$ cat config.mk
export PLATFORM = sky130hd
export DESIGN_NAME = mux_2x1_arbiter_flat
export DESIGN_NICKNAME = d
export VERILOG_FILES = /design/src/rtl/mux_2x1_arbiter_if.sv /design/src/rtl/mux_2x1_arbiter.sv /design/src/flat_wrapper.sv
export SDC_FILE = /design/constraint.sdc
export NUM_CORES = 1
export LEC_CHECK = 0
export CORE_AREA = 3 3 40 42
export CTS_BUF_LIST = sky130_fd_sc_hd__clkbuf_16
export DETAILED_ROUTE_END_ITERATION = 10
export DIE_AREA = 0 0 43 45
export PLACE_DENSITY = 0.67
export SYNTH_ARGS = -nofsm -noshare
export SYNTH_HDL_FRONTEND = slang
export SYNTH_SLANG_ARGS = --single-unit
$ cat constraint.sdc
create_clock -name clk -period 3.7 [get_ports clk]
set_input_delay 0.555 -clock clk [delete_from_list [all_inputs] [get_ports clk]]
set_output_delay 0.555 -clock clk [all_outputs]
set_load 0.02 [all_outputs]
$ cat src/rtl/mux_2x1_arbiter_if.sv
`default_nettype none
// ============================================================================
// Module   : mux_2x1_arbiter_if
// Brief    : Request/grant/data bundle between two requesters and the arbiter.
//            The lock signal exists only when MUX_ARB_LOCK_EN is defined.
// Revision : 1.0
// ============================================================================
interface mux_2x1_arbiter_if;
    logic req0;
    logic req1;
    logic d0;
    logic d1;
    logic gnt0;
    logic gnt1;
    logic sel;
    logic o;
    logic o_valid;
`ifdef MUX_ARB_LOCK_EN
    logic lock;

    modport master (
        output req0, req1, d0, d1, lock,
        input  gnt0, gnt1, sel, o, o_valid
    );
    modport slave (
        input  req0, req1, d0, d1, lock,
        output gnt0, gnt1, sel, o, o_valid
    );
`else
    modport master (
        output req0, req1, d0, d1,
        input  gnt0, gnt1, sel, o, o_valid
    );
    modport slave (
        input  req0, req1, d0, d1,
        output gnt0, gnt1, sel, o, o_valid
    );
`endif
endinterface
`default_nettype wire

$ cat src/rtl/mux_2x1_arbiter.sv
`default_nettype none
// ============================================================================
// Module   : mux_2x1_arbiter (with leaf mux_2x1)
// Brief    : Round-robin arbiter with hold limit in front of a 2:1 mux; output
//            data registered with a valid flag. Optional MUX_ARB_LOCK_EN adds
//            a lock input that suppresses the hold-limit handoff.
// Revision : 1.0
// ============================================================================
module mux_2x1 (
    input  logic a,
    input  logic b,
    input  logic s,
    output logic y
);
    assign y = s ? b : a;
endmodule

module mux_2x1_arbiter #(
    parameter int MAX_HOLD = 4,
    parameter int CNT_W    = 3
) (
    input  logic              clk,
    input  logic              rst,
    mux_2x1_arbiter_if.slave  bus
);
    typedef enum logic [1:0] {
        IDLE = 2'd0,
        GNT0 = 2'd1,
        GNT1 = 2'd2
    } state_t;

    localparam logic [CNT_W-1:0] c_hold_max = CNT_W'(MAX_HOLD - 1);

    state_t             r_state;
    state_t             w_state_nxt;
    logic [CNT_W-1:0]   r_hold_cnt;
    logic [CNT_W-1:0]   w_hold_cnt_nxt;
    logic               r_last;
    logic               w_last_nxt;
    logic               r_gnt0;
    logic               r_gnt1;
    logic               r_sel;
    logic               r_o;
    logic               r_o_valid;
    logic               w_lock;
    logic               w_hold_sat;
    logic               w_mux_y;

`ifdef MUX_ARB_LOCK_EN
    assign w_lock = bus.lock;
`else
    assign w_lock = 1'b0;
`endif

    assign w_hold_sat = (r_hold_cnt == c_hold_max);

    always_ff @(posedge clk or posedge rst) begin
        if (rst) begin
            r_state    <= IDLE;
            r_hold_cnt <= '0;
            r_last     <= 1'b1;
        end else begin
            r_state    <= w_state_nxt;
            r_hold_cnt <= w_hold_cnt_nxt;
            r_last     <= w_last_nxt;
        end
    end

    always_comb begin
        w_state_nxt    = r_state;
        w_hold_cnt_nxt = '0;
        w_last_nxt     = r_last;
        case (r_state)
            IDLE: begin
                if (bus.req0 && bus.req1) w_state_nxt = r_last ? GNT0 : GNT1;
                else if (bus.req0)        w_state_nxt = GNT0;
                else if (bus.req1)        w_state_nxt = GNT1;
            end
            GNT0: begin
                if (!bus.req0)                                 w_state_nxt = bus.req1 ? GNT1 : IDLE;
                else if (bus.req1 && w_hold_sat && !w_lock)    w_state_nxt = GNT1;
            end
            GNT1: begin
                if (!bus.req1)                                 w_state_nxt = bus.req0 ? GNT0 : IDLE;
                else if (bus.req0 && w_hold_sat && !w_lock)    w_state_nxt = GNT0;
            end
            default: w_state_nxt = IDLE;
        endcase

        // A fresh grant restarts the tenure; a held grant counts up and saturates.
        if (w_state_nxt != r_state) begin
            if (w_state_nxt == GNT0)      w_last_nxt = 1'b0;
            else if (w_state_nxt == GNT1) w_last_nxt = 1'b1;
        end else if (r_state != IDLE) begin
            w_hold_cnt_nxt = w_hold_sat ? r_hold_cnt : r_hold_cnt + 1'b1;
        end
    end

    mux_2x1 u_mux (
        .a (bus.d0),
        .b (bus.d1),
        .s (r_sel),
        .y (w_mux_y)
    );

    always_ff @(posedge clk or posedge rst) begin
        if (rst) begin
            r_gnt0    <= 1'b0;
            r_gnt1    <= 1'b0;
            r_sel     <= 1'b0;
            r_o       <= 1'b0;
            r_o_valid <= 1'b0;
        end else begin
            r_gnt0    <= (w_state_nxt == GNT0);
            r_gnt1    <= (w_state_nxt == GNT1);
            r_sel     <= (w_state_nxt == GNT1);
            r_o_valid <= r_gnt0 | r_gnt1;
            r_o       <= (r_gnt0 | r_gnt1) & w_mux_y;
        end
    end

    assign bus.gnt0    = r_gnt0;
    assign bus.gnt1    = r_gnt1;
    assign bus.sel     = r_sel;
    assign bus.o       = r_o;
    assign bus.o_valid = r_o_valid;
endmodule
`default_nettype wire

$ cat src/flat_wrapper.sv
// flat-port wrapper written by rule: the top's interface ports become plain ports
module mux_2x1_arbiter_flat 
#(
    parameter int MAX_HOLD = 4,
    parameter int CNT_W    = 3
)
  (clk, rst, bus_req0, bus_req1, bus_d0, bus_d1, bus_gnt0, bus_gnt1, bus_sel, bus_o, bus_o_valid);
  mux_2x1_arbiter_if bus_i ();
  input  logic clk;
  input  logic rst;
  input wire logic [$bits(bus_i.req0)-1:0] bus_req0;
  input wire logic [$bits(bus_i.req1)-1:0] bus_req1;
  input wire logic [$bits(bus_i.d0)-1:0] bus_d0;
  input wire logic [$bits(bus_i.d1)-1:0] bus_d1;
  output wire logic [$bits(bus_i.gnt0)-1:0] bus_gnt0;
  output wire logic [$bits(bus_i.gnt1)-1:0] bus_gnt1;
  output wire logic [$bits(bus_i.sel)-1:0] bus_sel;
  output wire logic [$bits(bus_i.o)-1:0] bus_o;
  output wire logic [$bits(bus_i.o_valid)-1:0] bus_o_valid;
  assign bus_i.req0 = bus_req0;
  assign bus_i.req1 = bus_req1;
  assign bus_i.d0 = bus_d0;
  assign bus_i.d1 = bus_d1;
  assign bus_gnt0 = bus_i.gnt0;
  assign bus_gnt1 = bus_i.gnt1;
  assign bus_sel = bus_i.sel;
  assign bus_o = bus_i.o;
  assign bus_o_valid = bus_i.o_valid;
  mux_2x1_arbiter #(.MAX_HOLD(MAX_HOLD), .CNT_W(CNT_W)) u_core (.clk(clk), .rst(rst), .bus(bus_i));
endmodule
==> impl_metrics.csv <==
group,metric,value,unit
pwr,peakVddDrop,0.0002676,V
logic_synthesis,syn_area,560.5,um^2
logic_synthesis,yosysTopAreaCell,"dfrtp_1",
timing,hold_viol_final,0,
global_route,grt_pass1_vias,416,
global_route,grt_util_met1,14.11,%
logic_synthesis,synth-seq-cells,10,
global_route,use_met2,19.46,%
pwr,p_sw_share,25.99,%
critical_path,arrival,2.42,ns
clock_network,cts_resized,0,
global_route,global_route.usage.met3,3.586,%
routing,dr.pass1.iters,2,
timing,rsz0062_at_grt,"false",
timing,setup-violations-final,0,
global_route,antenna_found_initial,0,
pwr,p_leak,0.3372,nW
placement,io_buffers,10,
critical_path,crit_type,"reg2reg",
floorplan,fp.dieW,43,um
floorplan,die_h,45,um
finish,fin_util,55.50,%
finish,drive_gt1_share,13.85,%
global_route,grt_overflow,0,
logic_synthesis,syn_inst,55,
timing,slew_headroom,73.63,%
routing,ant_nets,0,
worst_hold_path,min_path_cells,1,
clock_network,htree_levels,1,
clock_network,cts_tree,"built",
pwr,power.density,616.7,mW/mm^2
routing,drc,0,
placement,place_ws,1.362,ns
critical_path,end_kind,"flop",
critical_path,r2r_slack,1.44,ns
clock_network,post_cts_buffers,0,
timing,tightest_slew,0.3955,ns
global_route,grt_pass1_wl,1690,um
timing,tns,0,ns
outcome,status,"complete, no violations",
clock_network,cts_root_buf,"clkbuf_16",
floorplan,io_pins,11,
pwr,power_frac_clock,43.0,%
global_route,grt_max_degree,11,
critical_path,worstReg2RegStart,"u_core.r_hold_cnt[0]",
placement,dp_hpwl,691.7,um
pwr,seqPwrFrac,34.2,%
pwr,power.switching,0.0001143,W
critical_path,r2r_end,"u_core.r_last",
finish,stdcell_area,713.2,um^2
pwr,pwr-share-comb,22.8,%
timing,fmax,443.3,MHz
finish,nNetsFinal,76,
critical_path,worstRegToRegCells,9,
clock_network,cts_made_buffers,3,
routing,avgViaCountPerCell,5.138,
logic_synthesis,synth_area_leaders,"dfrtp_1 (40%), ha_1 (8.9%), dfstp_2 (4.7%)",
clock_network,clock-sinks,10,
finish,nFillCells,111,
placement,place_area,634.4,um^2
logic_synthesis,netlist.area_leader.share,40.18,%
routing,vias,411,
global_route,grt.busiest_layer,"met2",
critical_path,worst_setup_path_start_kind,"flop",
clock_network,ctsHoldBuffers,0,
worst_hold_path,hp-start,"u_core.bus.gnt0",
timing,final.min_clock_period,2.256,ns
logic_synthesis,ys_seq_area_share,44.87,%
logic_synthesis,syn-num-nets,65,
finish,antenna_cells,0,
floorplan,core_area,0.001285,mm^2
logic_synthesis,ys_types,27,
floorplan,die_area,0.001935,mm^2
timing,slew_violations,0,
floorplan,initial_core_util,43.62,%
clock_network,insertion_delay,0.23,ns
timing,finClkSkew,0.002439,ns
logic_synthesis,synth_warnings,0,
timing,period_share,60.97,%
global_route,grt_use_total,12.76,%
clock_network,path_clk_slew,0.04,ns
routing,wl_per_cell,11.64,um
logic_synthesis,syn_avg_cell_area,10.19,um^2
floorplan,rows,13,
critical_path,critPathMaxFanout,9,
timing,fin_ws,1.444,ns
clock_network,cts_max_path_buffers,2,
critical_path,cp_data_required_time,3.86,ns
routing,finalWirelength,931,um
worst_hold_path,hold_end,"u_core.bus.o_valid",
routing,drtIter0Drc,8,
placement,place.gp.congestion,0.7765,
run,cap_violations,0,
worst_hold_path,hold_path.class,"reg2reg",
finish,syn_to_final_growth,27.23,%
pwr,intPower,0.0003255,W
==> cell type report <==
cell class	instances	area (um^2)	share of cell area (%)
timing repair buffer	10	100.1	14.04
inverter	4	15.01	2.105
clock inverter	1	3.754	0.5263
multi-input combinational	37	249.0	34.91
clock buffer	3	75.07	10.53
sequential	10	251.5	35.26
tap	15	18.77	2.632
==> logic make-up after synthesis <==
family                     share of synthesized area [%]
and+or+nand+nor                                    17.64
DFF                                                44.87
AOI/OAI and AO/OA                                  10.05
buffers and inverters                              10.71
adders and majority gates                          8.929
muxes                                              6.249
xor gates and xnor gates                           1.563
==> cell usage in the layout (no fill, tap or decap), drive strengths merged <==
cell / instances
nor2: 4
nor2b: 1
inv: 4
dfstp: 1
clkinv: 1
nand3: 3
ha: 4
o21ai: 4
a31oi: 1
nand2: 7
o31ai: 1
xor2: 1
mux2i: 2
and3b: 1
mux2: 1
dfrtp: 9
a21oi: 2
or2: 1
nor3: 2
clkbuf: 3
clkdlybuf4s50: 10
and3: 1
a2bb2oi: 1
==> cells in the mapped netlist (all sizes together) <==
library cell  n
dfrtp         9
nand2         7
buf           4
ha            4
inv           4
nor2          4
o21ai         4
nand3         3
a21oi         2
mux2i         2
nor3          2
a2bb2oi       1
a31oi         1
and3          1
and3b         1
dfstp         1
mux2          1
nor2b         1
o31ai         1
or2           1
xor2          1
==> state kept, by name, indices dropped and copies added, names as in the netlist <==
name,count
u_core.bus.gnt0,1
u_core.bus.gnt1,1
u_core.bus.o,1
u_core.bus.o_valid,1
u_core.r_hold_cnt,3
u_core.r_last,1
u_core.r_state,2
==> critical path: stages, from the launching register on <==
cell     delay [ns]
dfrtp_1        0.39
ha_1           0.21
ha_1           0.32
mux2_4         0.35
o21ai_2        0.14
nand3_2        0.11
ha_1           0.30
a21oi_1        0.10
o21ai_1        0.10
mux2i_1        0.16
==> worst max-delay path by stage <==
stage                    startpoint  slack (ns)       endpoint
2_1_floorplan  u_core.r_hold_cnt[0]        1.63  u_core.r_last
6_report       u_core.r_hold_cnt[0]        1.44  u_core.r_last
5_1_grt        u_core.r_hold_cnt[0]        1.29  u_core.r_last
4_1_cts        u_core.r_hold_cnt[0]        1.43  u_core.r_last
3_5_place_dp               bus_req0        1.36  u_core.r_last
3_3_place_gp               bus_req0        1.40  u_core.r_last
==> metal layers <==
metal | share of wire (%) | vias to the layer above
li1 | - | 206
met1 | 46 | 185
met2 | 42 | 15
met3 | 6.9 | 5
met4 | 4.9 | 0
met5 | 0 | -
==> power groups by stage <==
stage / combinational (W) / sequential [W] / clock [W]
floorplan: 0.0000703 / 0.000155 / 0
global placement: 0.0000992 / 0.000152 / 0
detailed placement: 0.000100 / 0.000152 / 0
CTS: 0.000102 / 0.000150 / 0.000192
global route: 0.000110 / 0.000154 / 0.000199
finish: 0.000100 / 0.000150 / 0.000189
==> through the flow <==
step / hold slack, ns / std cells / total power [W]
2_1_floorplan: 0.3945 / 55 / 0.0002257
3_3_place_gp: 0.4868 / 76 / 0.0002511
3_5_place_dp: 0.4855 / 76 / 0.0002524
4_1_cts: 0.4985 / 80 / 0.0004441
5_1_grt: 0.5075 / 80 / 0.0004627
6_report: 0.4948 / 80 / 0.0004398
(Power assumes the default switching activity.)
